File: config.mk
export PLATFORM = sky130hd
export DESIGN_NAME = pow_n_sequential_flat
export DESIGN_NICKNAME = d
export VERILOG_FILES = /design/src/rtl/pow_n_sequential_if.sv /design/src/rtl/pow_n_sequential.sv /design/src/flat_wrapper.sv
export SDC_FILE = /design/constraint.sdc
export NUM_CORES = 1
export LEC_CHECK = 0
export ABC_CLOCK_PERIOD_IN_PS = 6500
export BUFFER_PORTS_ARGS = -buffer_cell sky130_fd_sc_hd__buf_2
export CAP_MARGIN = 20
export CORE_UTILIZATION = 50
export CTS_BUF_LIST = sky130_fd_sc_hd__clkbuf_4 sky130_fd_sc_hd__clkbuf_8
export CTS_CLUSTER_SIZE = 20
export DETAILED_ROUTE_END_ITERATION = 16
export PLACE_DENSITY = 0.7
export SLEW_MARGIN = 40
export SYNTH_ARGS = -nofsm -noshare
export SYNTH_HDL_FRONTEND = slang
export SYNTH_SLANG_ARGS = --single-unit
export TNS_END_PERCENT = 100
File: constraint.sdc
create_clock -name clock -period 6.5 [get_ports clock]
set_clock_uncertainty 0.1 [all_clocks]
set_input_delay 0.325 -clock clock [delete_from_list [all_inputs] [get_ports clock]]
set_output_delay 0.325 -clock clock [all_outputs]
set_load 0.02 [all_outputs]
File: src/rtl/pow_n_sequential_if.sv
// rtl/pow_n_sequential_if.sv - request/result bundle for the sequential power unit
interface pow_n_sequential_if #(
    parameter int WIDTH = 18,
    parameter int EXP_W = 4
);
    logic             run;
    logic [WIDTH-1:0] n;
    logic [EXP_W-1:0] exp;
    logic             busy;
    logic             ready;
    logic [WIDTH-1:0] n_pow;
    logic             overflow;

    modport master (
        output run, n, exp,
        input  busy, ready, n_pow, overflow
    );

    modport slave (
        input  run, n, exp,
        output busy, ready, n_pow, overflow
    );
endinterface

File: src/rtl/pow_n_sequential.sv
// rtl/pow_n_sequential.sv - LSB-first square-and-multiply n**exp mod 2**WIDTH; POW_N_SEQUENTIAL_OVERFLOW_EN adds overflow tracking
module pow_n_sequential #(
    parameter int WIDTH = 18,
    parameter int EXP_W = 4
) (
    input  logic               clock,
    input  logic               reset,
    pow_n_sequential_if.slave  bus
);

    typedef enum logic [1:0] {
        IDLE = 2'd0,
        CALC = 2'd1,
        DONE = 2'd2
    } state_t;

    state_t           state_q, state_d;
    logic [WIDTH-1:0] base_q, base_d;
    logic [WIDTH-1:0] acc_q, acc_d;
    logic [EXP_W-1:0] e_q, e_d;
    logic [WIDTH-1:0] n_pow_q, n_pow_d;
    logic [WIDTH-1:0] sq_lo;
    logic [WIDTH-1:0] mul_lo;
    logic             accept;
    logic             last_bit;
    logic             busy;
    logic             ready;

    // A new request is taken only when no calculation is in flight.
    assign accept   = ((state_q == IDLE) || (state_q == DONE)) && bus.run;
    // The current exponent bit is the last one when nothing remains above it.
    assign last_bit = ((e_q >> 1) == '0);

`ifdef POW_N_SEQUENTIAL_OVERFLOW_EN
    logic [2*WIDTH-1:0] sq_full;
    logic [2*WIDTH-1:0] mul_full;

    assign sq_full  = {{WIDTH{1'b0}}, base_q} * {{WIDTH{1'b0}}, base_q};
    assign mul_full = {{WIDTH{1'b0}}, acc_q} * {{WIDTH{1'b0}}, base_q};
    assign sq_lo    = sq_full[WIDTH-1:0];
    assign mul_lo   = mul_full[WIDTH-1:0];
`else
    assign sq_lo    = base_q * base_q;
    assign mul_lo   = acc_q * base_q;
`endif

    // State register; reset abandons any in-flight operation.
    always_ff @(posedge clock) begin
        if (reset) begin
            state_q <= IDLE;
        end else begin
            state_q <= state_d;
        end
    end

    // Next-state: run is honoured in IDLE and DONE, ignored during CALC.
    always_comb begin
        state_d = state_q;
        case (state_q)
            IDLE:    if (bus.run) state_d = CALC;
            CALC:    if (last_bit) state_d = DONE;
            DONE:    state_d = bus.run ? CALC : IDLE;
            default: state_d = IDLE;
        endcase
    end

    // Status outputs decoded from the state; busy and ready are exclusive by construction.
    always_comb begin
        busy  = (state_q == CALC);
        ready = (state_q == DONE);
    end

    assign bus.busy  = busy;
    assign bus.ready = ready;
    assign bus.n_pow = n_pow_q;

    // Datapath: load operands on accept, then one exponent bit per CALC cycle.
    always_comb begin
        base_d  = base_q;
        acc_d   = acc_q;
        e_d     = e_q;
        n_pow_d = n_pow_q;
        if (accept) begin
            base_d = bus.n;
            acc_d  = WIDTH'(1);
            e_d    = bus.exp;
        end else if (state_q == CALC) begin
            if (e_q[0]) begin
                acc_d = mul_lo;
            end
            base_d = sq_lo;
            e_d    = e_q >> 1;
            if (last_bit) begin
                n_pow_d = acc_d;
            end
        end
    end

    // Working registers need no reset: they are always reloaded before use.
    always_ff @(posedge clock) begin
        base_q <= base_d;
        acc_q  <= acc_d;
        e_q    <= e_d;
    end

    // Result register changes only on entry to DONE or on reset.
    always_ff @(posedge clock) begin
        if (reset) begin
            n_pow_q <= '0;
        end else begin
            n_pow_q <= n_pow_d;
        end
    end

`ifdef POW_N_SEQUENTIAL_OVERFLOW_EN
    logic base_ovf_q, base_ovf_d;
    logic res_ovf_q, res_ovf_d;
    logic overflow_q, overflow_d;

    // Sticky truncation tracking; a truncated base poisons every later multiply that uses it.
    always_comb begin
        base_ovf_d = base_ovf_q;
        res_ovf_d  = res_ovf_q;
        overflow_d = overflow_q;
        if (accept) begin
            base_ovf_d = 1'b0;
            res_ovf_d  = 1'b0;
        end else if (state_q == CALC) begin
            if (e_q[0] && ((|mul_full[2*WIDTH-1:WIDTH]) || base_ovf_q)) begin
                res_ovf_d = 1'b1;
            end
            // The squared base from the final cycle is never consumed, so it cannot overflow the result.
            if (!last_bit && (|sq_full[2*WIDTH-1:WIDTH])) begin
                base_ovf_d = 1'b1;
            end
            if (last_bit) begin
                overflow_d = res_ovf_d;
            end
        end
    end

    // Overflow flags; the published flag is held alongside n_pow.
    always_ff @(posedge clock) begin
        if (reset) begin
            base_ovf_q <= 1'b0;
            res_ovf_q  <= 1'b0;
            overflow_q <= 1'b0;
        end else begin
            base_ovf_q <= base_ovf_d;
            res_ovf_q  <= res_ovf_d;
            overflow_q <= overflow_d;
        end
    end

    assign bus.overflow = overflow_q;
`else
    assign bus.overflow = 1'b0;
`endif

endmodule
File: src/flat_wrapper.sv
// flat-port wrapper written by rule: the top's interface ports become plain ports
module pow_n_sequential_flat 
#(
    parameter int WIDTH = 18,
    parameter int EXP_W = 4
)
  (clock, reset, bus_run, bus_n, bus_exp, bus_busy, bus_ready, bus_n_pow, bus_overflow);
  pow_n_sequential_if #(.WIDTH(WIDTH), .EXP_W(EXP_W)) bus_i ();
  input  logic clock;
  input  logic reset;
  input wire logic [$bits(bus_i.run)-1:0] bus_run;
  input wire logic [$bits(bus_i.n)-1:0] bus_n;
  input wire logic [$bits(bus_i.exp)-1:0] bus_exp;
  output wire logic [$bits(bus_i.busy)-1:0] bus_busy;
  output wire logic [$bits(bus_i.ready)-1:0] bus_ready;
  output wire logic [$bits(bus_i.n_pow)-1:0] bus_n_pow;
  output wire logic [$bits(bus_i.overflow)-1:0] bus_overflow;
  assign bus_i.run = bus_run;
  assign bus_i.n = bus_n;
  assign bus_i.exp = bus_exp;
  assign bus_busy = bus_i.busy;
  assign bus_ready = bus_i.ready;
  assign bus_n_pow = bus_i.n_pow;
  assign bus_overflow = bus_i.overflow;
  pow_n_sequential #(.WIDTH(WIDTH), .EXP_W(EXP_W)) u_core (.clock(clock), .reset(reset), .bus(bus_i));
endmodule
Word level (Yosys, flattened, before mapping) --
Index checks and enable logic that the tools add are counted.
Word-level totals: memory bits (read-only) 0, bits in registers 60, memories 0, latch bits 0, output and inout port bits 21, bits in writable memories 0
Cells by class: add/subtract/negate cells 0, bitwise gates (word level) 1, mux-type cells 9, reduce and logical (&&, ||, !) cells 7, magnitude comparators 0, shift operators 0, div/mod/pow operators 0, eq/ne operators 4, multipliers 2
Operator list (count):
- $mux W18 | 3
- $mul A18 B18 Y18 | 2
- $mux W4 | 2
- $pmux W2 S3 | 1
- $logic_not A4 Y1 | 1
- $mux W2 | 2
- $reduce_and A3 Y1 | 1
- $eq A2 B1 Y1 const B | 1
- $eq A2 B2 Y1 const B | 1
- $logic_not A2 Y1 | 1
- $ne A2 B1 Y1 const B | 1
- $ne A2 B2 Y1 const B | 1
- $reduce_and A2 Y1 | 1
- $reduce_bool A2 Y1 | 1
- $logic_and A1 B1 Y1 | 1
- $logic_or A1 B1 Y1 | 1
- $mux W1 | 1
- $not A1 Y1 | 1

Longest topological paths before layout --
Gate-level depths: netlist of run 1.
depth after elaboration 5, mapped depth 22, mapped depth without buffers 21

Worst setup path after synthesis of run 1 --
No wires, ideal clock.
path type register to register, start point register u_core.base_q[3], end point register u_core.base_q[17], data pin, slack 0.965 ns, data arrival time 5.165 ns, setup time 0.270 ns, stages on the path, launching flop included 20, data required time 6.130 ns, cell sequence edfxtp_1 > clkbuf_1 > clkbuf_1 > and2_1 > fa_1 > inv_1 > fa_1 > fa_1 > fa_1 > inv_1 > fa_1 > inv_1 > fa_1 > inv_1 > ha_1 > or3_1 > a31o_1 > a41oi_1 > xnor2_1 > a21oi_1
On the way: word-level cells in the longest chain between the ends 3
Ends and longest elaborated chain:
- from (decl) | line pow_n_sequential.sv:18 | logic [WIDTH-1:0] base_q, base_d;
- from (signal assigned) | line pow_n_sequential.sv:101 | base_q <= base_d;
- $mul A18 B18 Y18 | line pow_n_sequential.sv:43 | assign sq_lo = base_q * base_q;
- $mux W18 | line pow_n_sequential.sv:87 | end else if (state_q == CALC) begin
- $mux W18 | line pow_n_sequential.sv:83 | if (accept) begin
- named net u_core.base_d[17] | line pow_n_sequential.sv:18
The timed path passes the listed nets, and every way through them passes these cells. The select of a mux whose other input is x is not followed. A chain may end at the register's enable or synchronous reset.

Worst setup path after layout of run 1 --
Ends and elaborated chain as after synthesis.

==> results of run 1 <==
-- cells in the final DEF, fill, tap and decap left out, drive strengths merged, types with 3 or more instances in the layout --
master / count
a21o: 6
inv: 327
o21ai: 25
dfxtp: 38
fa: 199
a31oi: 4
nor2: 32
a211oi: 15
xnor2: 48
clkbuf: 12
a21oi: 20
o211ai: 5
nand2b: 11
nor2b: 7
nand3: 14
nor3: 4
or3: 3
o31ai: 5
xor2: 19
mux2i: 16
edfxtp: 22
nand2: 161
buf: 72
ha: 112
and2: 139
-- registers in the layout, summed over array words and instances (netlist names) --
register          cells
u_core.bus.n_pow     18
u_core.acc_q         18
u_core.base_q        18
u_core.state_q        2
u_core.e_q            4
-- layer usage --
layer	track usage [%]	vias up	share of wire, %
met4	7.048	0	2.3
met1	31.50	4142	44
met3	2.847	36	4.2
li1	-	3946	-
met2	42.27	170	50
met5	0	-	0
-- per-stage QoR --
step / worst slack (ns) / hold slack, ns / instances / util, % / cell area, sq um
2_1_floorplan: 0.9648 / 0.3059 / 1311 / - / 11550
3_3_place_gp: 0.6532 / 0.3448 / 1612 / 53.58 / 12130
3_5_place_dp: 0.5081 / 0.3503 / 1612 / 53.58 / 12130
4_1_cts: 0.5044 / 0.1138 / 1628 / 54.48 / 12340
5_1_grt: 0.2492 / 0.1366 / 1628 / 54.48 / 12340
6_report: 0.5048 / 0.1256 / 1628 / 54.48 / 12340
-- cell families after synthesis --
family	count (synthesis)
buffers and inverters	382
AND/OR/NAND/NOR	379
adder cells (fa/ha/maj)	311
AO/OA/AOI/OAI	93
XOR/XNOR	69
flip-flops	60
multiplexers	16
other	1
-- area by class of cell --
type                       instances  share of cell area [%]
tap                              285                   2.891
timing repair buffer              72                   3.591
inverter                         326                   9.920
multi-input combinational        869                   70.41
sequential                        60                   11.52
clock buffer                      12                   1.288
clock inverter                     4                  0.3753
-- worst paths after layout --
kind,to,slack [ns],cells past startpoint
worst max-delay path,u_core.base_q[17],0.50,18
worst min-delay path,u_core.e_q[2],0.13,3
worst max register to register,u_core.base_q[17],0.50,18
worst min register to register,u_core.bus.n_pow[6],0.36,2
-- worst register-to-register path, cell delays in order, from the launching register on --
cell	delay, ns
edfxtp_1	0.76
buf_12	0.22
and2_1	0.19
inv_1	0.07
fa_1	0.47
fa_1	0.55
inv_1	0.05
fa_1	0.48
fa_1	0.50
fa_1	0.50
inv_1	0.08
fa_1	0.50
inv_1	0.04
ha_1	0.17
or3_1	0.38
a31o_1	0.23
a41oi_1	0.19
xnor2_1	0.15
a21oi_1	0.09
==> run summary, run 1 <==
The run finished with clean final reports. The number of buffers added for setup after CTS came out at 0. The cell type with the highest occurrence count on the critical path is fa_1. The critical path class is flip-flop to flip-flop.

The fill cell total of the finished layout is 2060. The quantity of hold-fixing buffers added after cts came out at 0. The final antenna diode count is 0. The max-slew violation count is 0. Across the run, the number of max-cap violations was 0. The layout overhead on the synthesized area came out at 6.826%. Of the available clock period, the critical path in the final layout requires 92.23%.

The worst hold path begins at bus_exp[2]. The startpoint of the most critical setup path is u_core.base_q[3]. The final hold violation count is 0. The detailed-route DRC error count came out at 0.

Each instance of the synthesized netlist takes up on average 8.808 sq um. In this run, distinct cell masters in the synthesized netlist total 53. The footprint of the flip-flops and latches came out at 1421 sq um. The count of pins on the block boundary is 46. The time the worst path needs with I/O delays and setup is 5.995 ns.

The portion of synthesized area spent on multiplexers is 1.387%. The fraction of the mapped netlist area in adder cells came out at 46.64%. In the post-synthesis netlist, the biggest area contributors are fa_1, ha_1, inv_1. The die span in x is 154.0 um. The area share of the largest cell type after synthesis came out at 34.50%. CTS saw 60 sinks. The cell count after synthesis is 1311. The worst setup path is launched from a flip-flop. The die outline height is 154.0 um. The critical path goes through buf_12 -> and2_1 -> inv_1 -> fa_1 -> fa_1 -> inv_1 -> fa_1 -> fa_1 -> fa_1 -> inv_1 -> fa_1 -> inv_1 -> ha_1 -> or3_1 -> a31o_1 -> a41oi_1 -> xnor2_1 -> a21oi_1. Dividing the detail-routed wire length by the instance count gives 16.03 um. The post-synthesis cell area is 11550 sq um. The cell with the most instances after synthesis is inv_1. The final routed wirelength across all metal layers is 26090 um. In this run, synthesis inferred 22 flip-flops with an integrated enable. The synthesis-stage register bit count came out at 60. The area occupied by multi-input gates came out at 8686 sq um.

The number of gates resized after cts came out at 0. Setup violations remaining at the end of the flow were counted as 0. The initial antenna violation count came out at 0. The count of TritonRoute iterations in the first routing pass is 5. The synthesized design spends more area on one cell type than any other, namely fa_1. Setup repair after global routing left no endpoint under its margin. The slowest stage of the critical path is the edfxtp_1 cell. The overall overflow remaining after global route came out at 0. Once detail routing completed, the nets flagged for antenna violations numbered 0. Counting instances in the post-synthesis netlist gives the leading cell types as inv_1, fa_1, nand2_1, and2_1, ha_1. For this block, the via count after detailed routing is 8294.

The CTS H-tree depth is 3. The global routing usage summed across all routing layers is 24.19%. The actual slew at the worst max-slew pin is 0.7013 ns. The share of layout cells above drive strength 1 came out at 7.520%. The top achievable clock speed came out at 0.1668 GHz. Summing the areas of all compound-gate instances in the mapped netlist gives 5.125% of the synthesized area. The number of CTS-inserted buffers came out at 9.

The fraction of synthesized cell area in xor and xnor cells is 5.602%. The post-synthesis sequential area ratio is 12.31%. The clock network latency to the later pin of the worst-skew pair came out at 0.36 ns.

The CTS tree is yes. The synthesized netlist devotes 16.38% of its cell area to simple gates. After synthesis, the largest family of logic cells by area is adder cells.

The critical-path maximum fanout is 15. The detailed-placement wirelength estimate is 21700 um. The first-iteration detailed-routing DRC count is 392. Entering global routing, the biggest net connects 35 pins. The tree is rooted in a clkbuf_8. The most used flip-flop cell after synthesis is dfxtp_1.

The clock input transition at the sequential cells of the worst setup and hold paths is 0.07 ns. The arrival time at the worst endpoint came out at 6.00 ns. Measured against its own limit, the worst slew margin works out to 53.18%. The maximum number of buffers from clock root to sink is 2. After synthesis, the share of flip-flops with an asynchronous set or reset is 0%. The area enclosed by the die boundary is 23710 sq um. The largest incremental delay on the critical path is 0.76 ns. The total negative setup slack is 0 ns. The placement row count came out at 55. The endpoint type of the worst setup path is a flip-flop. The number of port buffers is 44. The buffers plus inverters on the worst setup path came out at 5. The final RePlAce weighted congestion is 0.8808. The placeable core region is 22640 sq um.

The final net count came out at 1674. The total nets after synthesis is 1647. The average via count per standard cell came out at 5.095. During synthesis, Yosys emitted a total of 0 warnings. STA puts the critical path data required time at 6.50 ns.

Among cell families on the critical path, the largest total delay comes from adder cells. The path class of the lowest-slack min-delay path is input port to flip-flop. Once the floorplan was initialized, standard cells occupied 51.00% of the core.

The number of global-route vias before repair came out at 9189. The first-pass GRT wire length is 44960 um. The origin of the critical flop-to-flop path is u_core.base_q[3].
Power of run 1 is left out: the tool's default activity adds up to more than one toggle a clock period on the data nets, which glitch-free logic cannot reach.
==> run 2: changes to the inputs <==
--- a/config.mk
+++ b/config.mk
@@ -12,6 +12,7 @@
 export CTS_BUF_LIST = sky130_fd_sc_hd__clkbuf_4 sky130_fd_sc_hd__clkbuf_8
 export CTS_CLUSTER_SIZE = 20
 export DETAILED_ROUTE_END_ITERATION = 16
+export MAX_ROUTING_LAYER = met4
 export PLACE_DENSITY = 0.7
 export SLEW_MARGIN = 40
 export SYNTH_ARGS = -nofsm -noshare
==> run summary, run 2 (same netlist as run 1, synthesis figures left out) <==
The endpoint type of the worst setup path is a flip-flop. The arrival time at the worst endpoint came out at 6.01 ns. The final hold violation count is 0. The count of non-filler cells in the finished layout is 1628. The signal on the critical path passes through buf_12 -> and2_1 -> inv_1 -> fa_1 -> fa_1 -> inv_1 -> fa_1 -> fa_1 -> fa_1 -> inv_1 -> fa_1 -> inv_1 -> ha_1 -> or3_1 -> a31o_1 -> a41oi_1 -> xnor2_1 -> a21oi_1. Summed over all layers, the global routing overflow is 0. TritonCTS built the clock tree. The largest incremental delay on the critical path is 0.76 ns. The placeable core region is 22640 sq um. The CTS H-tree depth came out at 3. The final count of negative-setup-slack endpoints is 0.

The setup path with the least slack is of type flip-flop to flip-flop. Of all nets on the critical path, the largest fanout is 15. Before antenna repair, the detailed router went through 5 iterations. The max-slew violation count is 0. The number of buffers added for setup after CTS came out at 0.

After detailed routing, the number of remaining DRC violations is 0. The average via count per standard cell came out at 5.074. The die span in x came out at 154.0 um. Clock-pin slew was measured on the worst setup and hold paths at 0.07 ns. The first global-routing pass estimated 44930 um of wire. The final net count came out at 1674.

The area occupied by multi-input gates came out at 8686 sq um. The remaining number of nets flagged by the antenna check after routing came out at 0. STA puts the critical path data required time at 6.50 ns.

The time the worst path needs with I/O delays and setup is 6.008 ns. The die outline height is 154.0 um. After routing the design area is 12340 sq um. The clock network latency to the later pin of the worst-skew pair came out at 0.36 ns. Entering global routing, the biggest net connects 35 pins. The leading cell type in the layout, fill and taps excluded is inv_1. The placement row count came out at 55. Summing over every cut layer, the via total after detailed routing is 8260. The fill cell total of the finished layout came out at 2060. The sort of element at the start of the critical path is a flip-flop. The worst hold path belongs to the class input port to flip-flop. The final routed wirelength across all metal layers is 26110 um. The top achievable clock speed is 0.1665 GHz. At the pin with the least slew margin, the transition time is 0.7019 ns.

The footprint of the flip-flops and latches is 1421 sq um. The number of max-cap violations came out at 0. The number of gates resized after cts is 0. In this run the clock root is driven by a clkbuf_8. Measured against its own limit, the worst slew margin works out to 53.14%. The number of global-route vias before repair came out at 9180. The final antenna diode count is 0. The average routed wire per standard cell is 16.04 um. The flow ran to the end, and the final reports show no timing, DRC or antenna violations. The placed instance count came out at 1612.

Summing all placed instances gives a cell area of 12130 sq um. The final RePlAce weighted congestion is 0.8954. The clock net sink count came out at 60. The share of the core filled with cells in the final layout came out at 54.48%. The effective utilization at floorplan came out at 51.00%. From synthesis to final layout, the design area changed by 6.826%.

Among all stages on the critical path, the largest delay is contributed by edfxtp_1. The number of port buffers came out at 44. The area enclosed by the die boundary is 23710 sq um.

Setup repair after global routing left no endpoint under its margin. Cells with a size suffix above 1 make up 7.520% of the layout. The quantity of hold-fixing buffers added after cts is 0. For this block, the initial DRC count from the detailed router was 354.

The maximum number of buffers from clock root to sink came out at 2. The initial antenna violation count came to 0. The most numerous cell type found on the critical path is fa_1. The total negative setup slack is 0 ns. The top cell types in the final layout, fill and taps aside, are inv_1, fa_1, nand2_1. After layout, the worst path uses 92.42% of the clock period. The global routing usage summed across all routing layers is 24.94%. The number of CTS-inserted buffers came out at 9. The count of pins on the block boundary came out at 46. The detailed-placement wirelength estimate is 21700 um.
[run 2: cell counts in the layout (fill, tap and decap cells not counted)]
Identical to the previous run, type by type.
[run 2: worst paths after layout]
path | start | endpoint | slack (ns) | cells after the start
max | u_core.base_q[3] | u_core.base_q[17] | 0.49 | 18
min | bus_exp[2] | u_core.e_q[2] | 0.13 | 3
max reg2reg | u_core.base_q[3] | u_core.base_q[17] | 0.49 | 18
min reg2reg | u_core.bus.n_pow[15] | u_core.bus.n_pow[15] | 0.36 | 2
[run 2: stage by stage]
stage | setup WS [ns] | hold slack (ns)
after floorplan | 0.9648 | 0.3059
after global placement | 0.6532 | 0.3448
after detailed placement | 0.5081 | 0.3503
after CTS | 0.5044 | 0.1138
after global routing | 0.2492 | 0.1326
final | 0.4924 | 0.1310
[run 2: critical path: cells and delay by family, from the launching register on]
family | cells | cell delay (ns)
adders and majority gates | 7 | 3.19
DFF | 1 | 0.76
and+or+nand+nor | 2 | 0.58
AOI/OAI and AO/OA | 3 | 0.51
buffers and inverters | 5 | 0.46
xor gates and xnor gates | 1 | 0.15
[run 2: layout make-up]
| class | instances | area share [%] |
|---|---|---|
| Clock buffer | 12 | 1.288 |
| Clock inverter | 4 | 0.3753 |
| Inverter | 326 | 9.920 |
| Multi-Input combinational cell | 869 | 70.41 |
| Sequential cell | 60 | 11.52 |
| Tap cell | 285 | 2.891 |
| Timing Repair Buffer | 72 | 3.591 |
[run 2: per-layer routing]
layer	GRT usage [%]	vias to the layer above	share of wire (%)
met5	-	-	0
met4	6.762	0	2.1
met3	3.100	33	4.2
met2	42.38	158	50
met1	31.39	4126	44
li1	-	3943	-
Power of run 2 is left out for the same reason.
==> run 3: changes to the inputs <==
--- a/config.mk
+++ b/config.mk
@@ -8,12 +8,13 @@
 export ABC_CLOCK_PERIOD_IN_PS = 6500
 export BUFFER_PORTS_ARGS = -buffer_cell sky130_fd_sc_hd__buf_2
 export CAP_MARGIN = 20
-export CORE_UTILIZATION = 50
+export CORE_UTILIZATION = 60
 export CTS_BUF_LIST = sky130_fd_sc_hd__clkbuf_4 sky130_fd_sc_hd__clkbuf_8
 export CTS_CLUSTER_SIZE = 20
 export DETAILED_ROUTE_END_ITERATION = 16
 export MAX_ROUTING_LAYER = met4
-export PLACE_DENSITY = 0.7
+export PLACE_DENSITY = 0.81
+export SETUP_SLACK_MARGIN = 0.15
 export SLEW_MARGIN = 40
 export SYNTH_ARGS = -nofsm -noshare
 export SYNTH_HDL_FRONTEND = slang
==> run summary, run 3 (same netlist as run 1, synthesis figures left out) <==
The clock network latency to the later pin of the worst-skew pair is 0.37 ns. The die span in x is 140.7 um. Setup repair after global routing left no endpoint under its margin. The clock passes through at most 2 buffers. The actual slew at the worst max-slew pin is 0.6782 ns. The buffers plus inverters on the worst setup path came out at 2.

The first detailed-routing pass took 6 iterations. In this run the tool buffered the top-level ports with 44 buffer cells. The met1 routed wirelength after detailed routing is 11060 um. In this run the top signal layer used is met4. The final routed wirelength across all metal layers is 26490 um. The remaining max-slew budget at the tightest pin is 54.78%.

The overall overflow remaining after global route is 0. The CTS H-tree depth is 3. The final RePlAce weighted congestion came out at 0.8800. The number of max-cap violations came out at 0.

The detailed-placement wirelength estimate is 21240 um. Once layout is complete, the cells apart from fillers number 1573. Counting cells, the worst reg-to-reg path comes to 17.

At the end of the flow, the number of nets in the layout was 1670. The share of layout cells above drive strength 1 is 7.244%. The area occupied by multi-input gates is 8693 sq um. On the worst path, the slowest cell contributes a delay of 0.79 ns.

Clock tree synthesis selected as its root buffer the cell clkbuf_8. The smallest clock period supported by the final layout is computed as 6.115 ns. The endpoint type of the worst setup path is a flip-flop. The layout overhead on the synthesized area is 6.025%.

Once the floorplan was initialized, standard cells occupied 61.53% of the core. The flow ran to the end, and the final reports show no timing, DRC or antenna violations. The remaining number of nets flagged by the antenna check after routing is 0. The footprint of the flip-flops and latches is 1421 sq um. The final antenna diode count is 0.

The worst hold path cell count is 3. The min-delay analysis places its worst path in the category input port to flip-flop. The filler cells instantiated in the layout total 1488.

The first-pass GRT wire length is 44700 um. The max-slew violation count came out at 0. For the worst setup path, the data required time is 6.67 ns.

The top cell types in the final layout, fill and taps aside, are inv_1, fa_1, nand2_1. The number of CTS-inserted buffers is 9. The setup slack on the worst flop-to-flop path is 0.38 ns.

The die outline height is 140.7 um. TritonCTS built the clock tree. Once layout is complete, the utilization of the core stands at 65.23%.

The total negative setup slack is 0 ns. For this run, the top clock speed supported by timing is 0.1635 GHz. The placement row count came out at 50.

By instance count, the cell type seen most on the critical path is fa_1. The number of global-route vias before repair was 9376. STA puts the critical path data arrival time at 6.29 ns. In the global route stage, overall resource usage came out at 29.77%. The worst setup path is launched from a flip-flop. The placeable core region is 18770 sq um. The final hold slack is 0.1242 ns. The origin of the worst min-delay path is bus_n[5]. For hold timing, the worst endpoint is u_core.base_q[5].

The amount of wire on met3 after detailed routing is 1431 um. The average via count per standard cell came out at 5.463. Traced cell by cell, the critical path runs through and2_1 -> fa_1 -> fa_1 -> ha_1 -> fa_1 -> inv_1 -> fa_1 -> fa_1 -> inv_1 -> ha_1 -> a211o_1 -> a211oi_1 -> o31ai_1 -> a21oi_1 -> mux2i_1 -> o211ai_1 -> a31oi_1.

In this design, the largest share of critical-path delay is due to adder cells. The critical-path maximum fanout came out at 17. Clock-pin slew was measured on the worst setup and hold paths at 0.08 ns. The placed instance count is 1556. In the routed design, unresolved DRC markers number 0. The startpoint identified for the worst register-to-register timing path is u_core.base_q[4]. The maximum number of pins on one net before global-route repair is 35. The initial antenna violation count was 0. The leading cell type in the layout, fill and taps excluded is inv_1. The worst-path cell with the longest stage delay is edfxtp_1. Dividing the detail-routed wire length by the instance count gives 16.84 um. The via total after detailed routing came out at 8593. The final count of negative-setup-slack endpoints is 0. The first routing iteration left 609 violations.

The final hold violation count is 0. The clock net sink count came out at 60. The count of pins on the block boundary is 46.

The area enclosed by the die boundary came out at 19800 sq um. The met2 wirelength from detailed routing is 13380 um. Dividing the final minimum period by the clock period gives 94.08%. The critical path is of the flip-flop to flip-flop type. The endpoint identified for the worst register-to-register timing path is u_core.bus.n_pow[16]. Buffers inserted to repair hold after CTS numbered 0.
## run 3: metrics by stage
step | setup slack, ns | instance area (sq um)
after global routing | 0.1978 | 12240
after CTS | 0.4182 | 12220
after global placement | 0.4646 | 12010
after floorplan | 0.9648 | 11550
after detailed placement | 0.4423 | 12020
final | 0.3847 | 12240
## run 3: worst min-delay path, cell delays in order
cell,delay (ns)
buf_2,0.07
nand2_1,0.04
nand2_1,0.05
## run 3: timing repair
item,4_1_cts,5_1_grt
setup endpoints to repair,0,2
gates resized for setup,0,1
setup buffers,0,1
## run 3: cell type report
cell class	instances	area share (%)
timing repair buffer	68	3.403
multi-input combinational	869	71.01
inverter	326	9.995
sequential	60	11.61
tap	234	2.391
clock inverter	5	0.4088
clock buffer	11	1.185
## run 3: worst max path at each step
stage | slack [ns] | start | depth (start not counted) | endpoint
2_1_floorplan | 0.96 | u_core.base_q[3] | 19 | u_core.base_q[17]
3_5_place_dp | 0.44 | u_core.base_q[3] | 18 | u_core.bus.n_pow[17]
6_report | 0.38 | u_core.base_q[4] | 17 | u_core.bus.n_pow[16]
5_1_grt | 0.20 | u_core.base_q[4] | 17 | u_core.bus.n_pow[16]
4_1_cts | 0.42 | u_core.base_q[3] | 18 | u_core.bus.n_pow[17]
3_3_place_gp | 0.46 | u_core.base_q[3] | 18 | u_core.bus.n_pow[17]
## run 3: per-layer routing
layer / up-vias / global-route usage (%)
met4: 0 / 9.840
met3: 57 / 4.008
met5: - / -
met1: 4323 / 36.68
li1: 3936 / -
met2: 277 / 50.75
Power of run 3 is left out for the same reason.
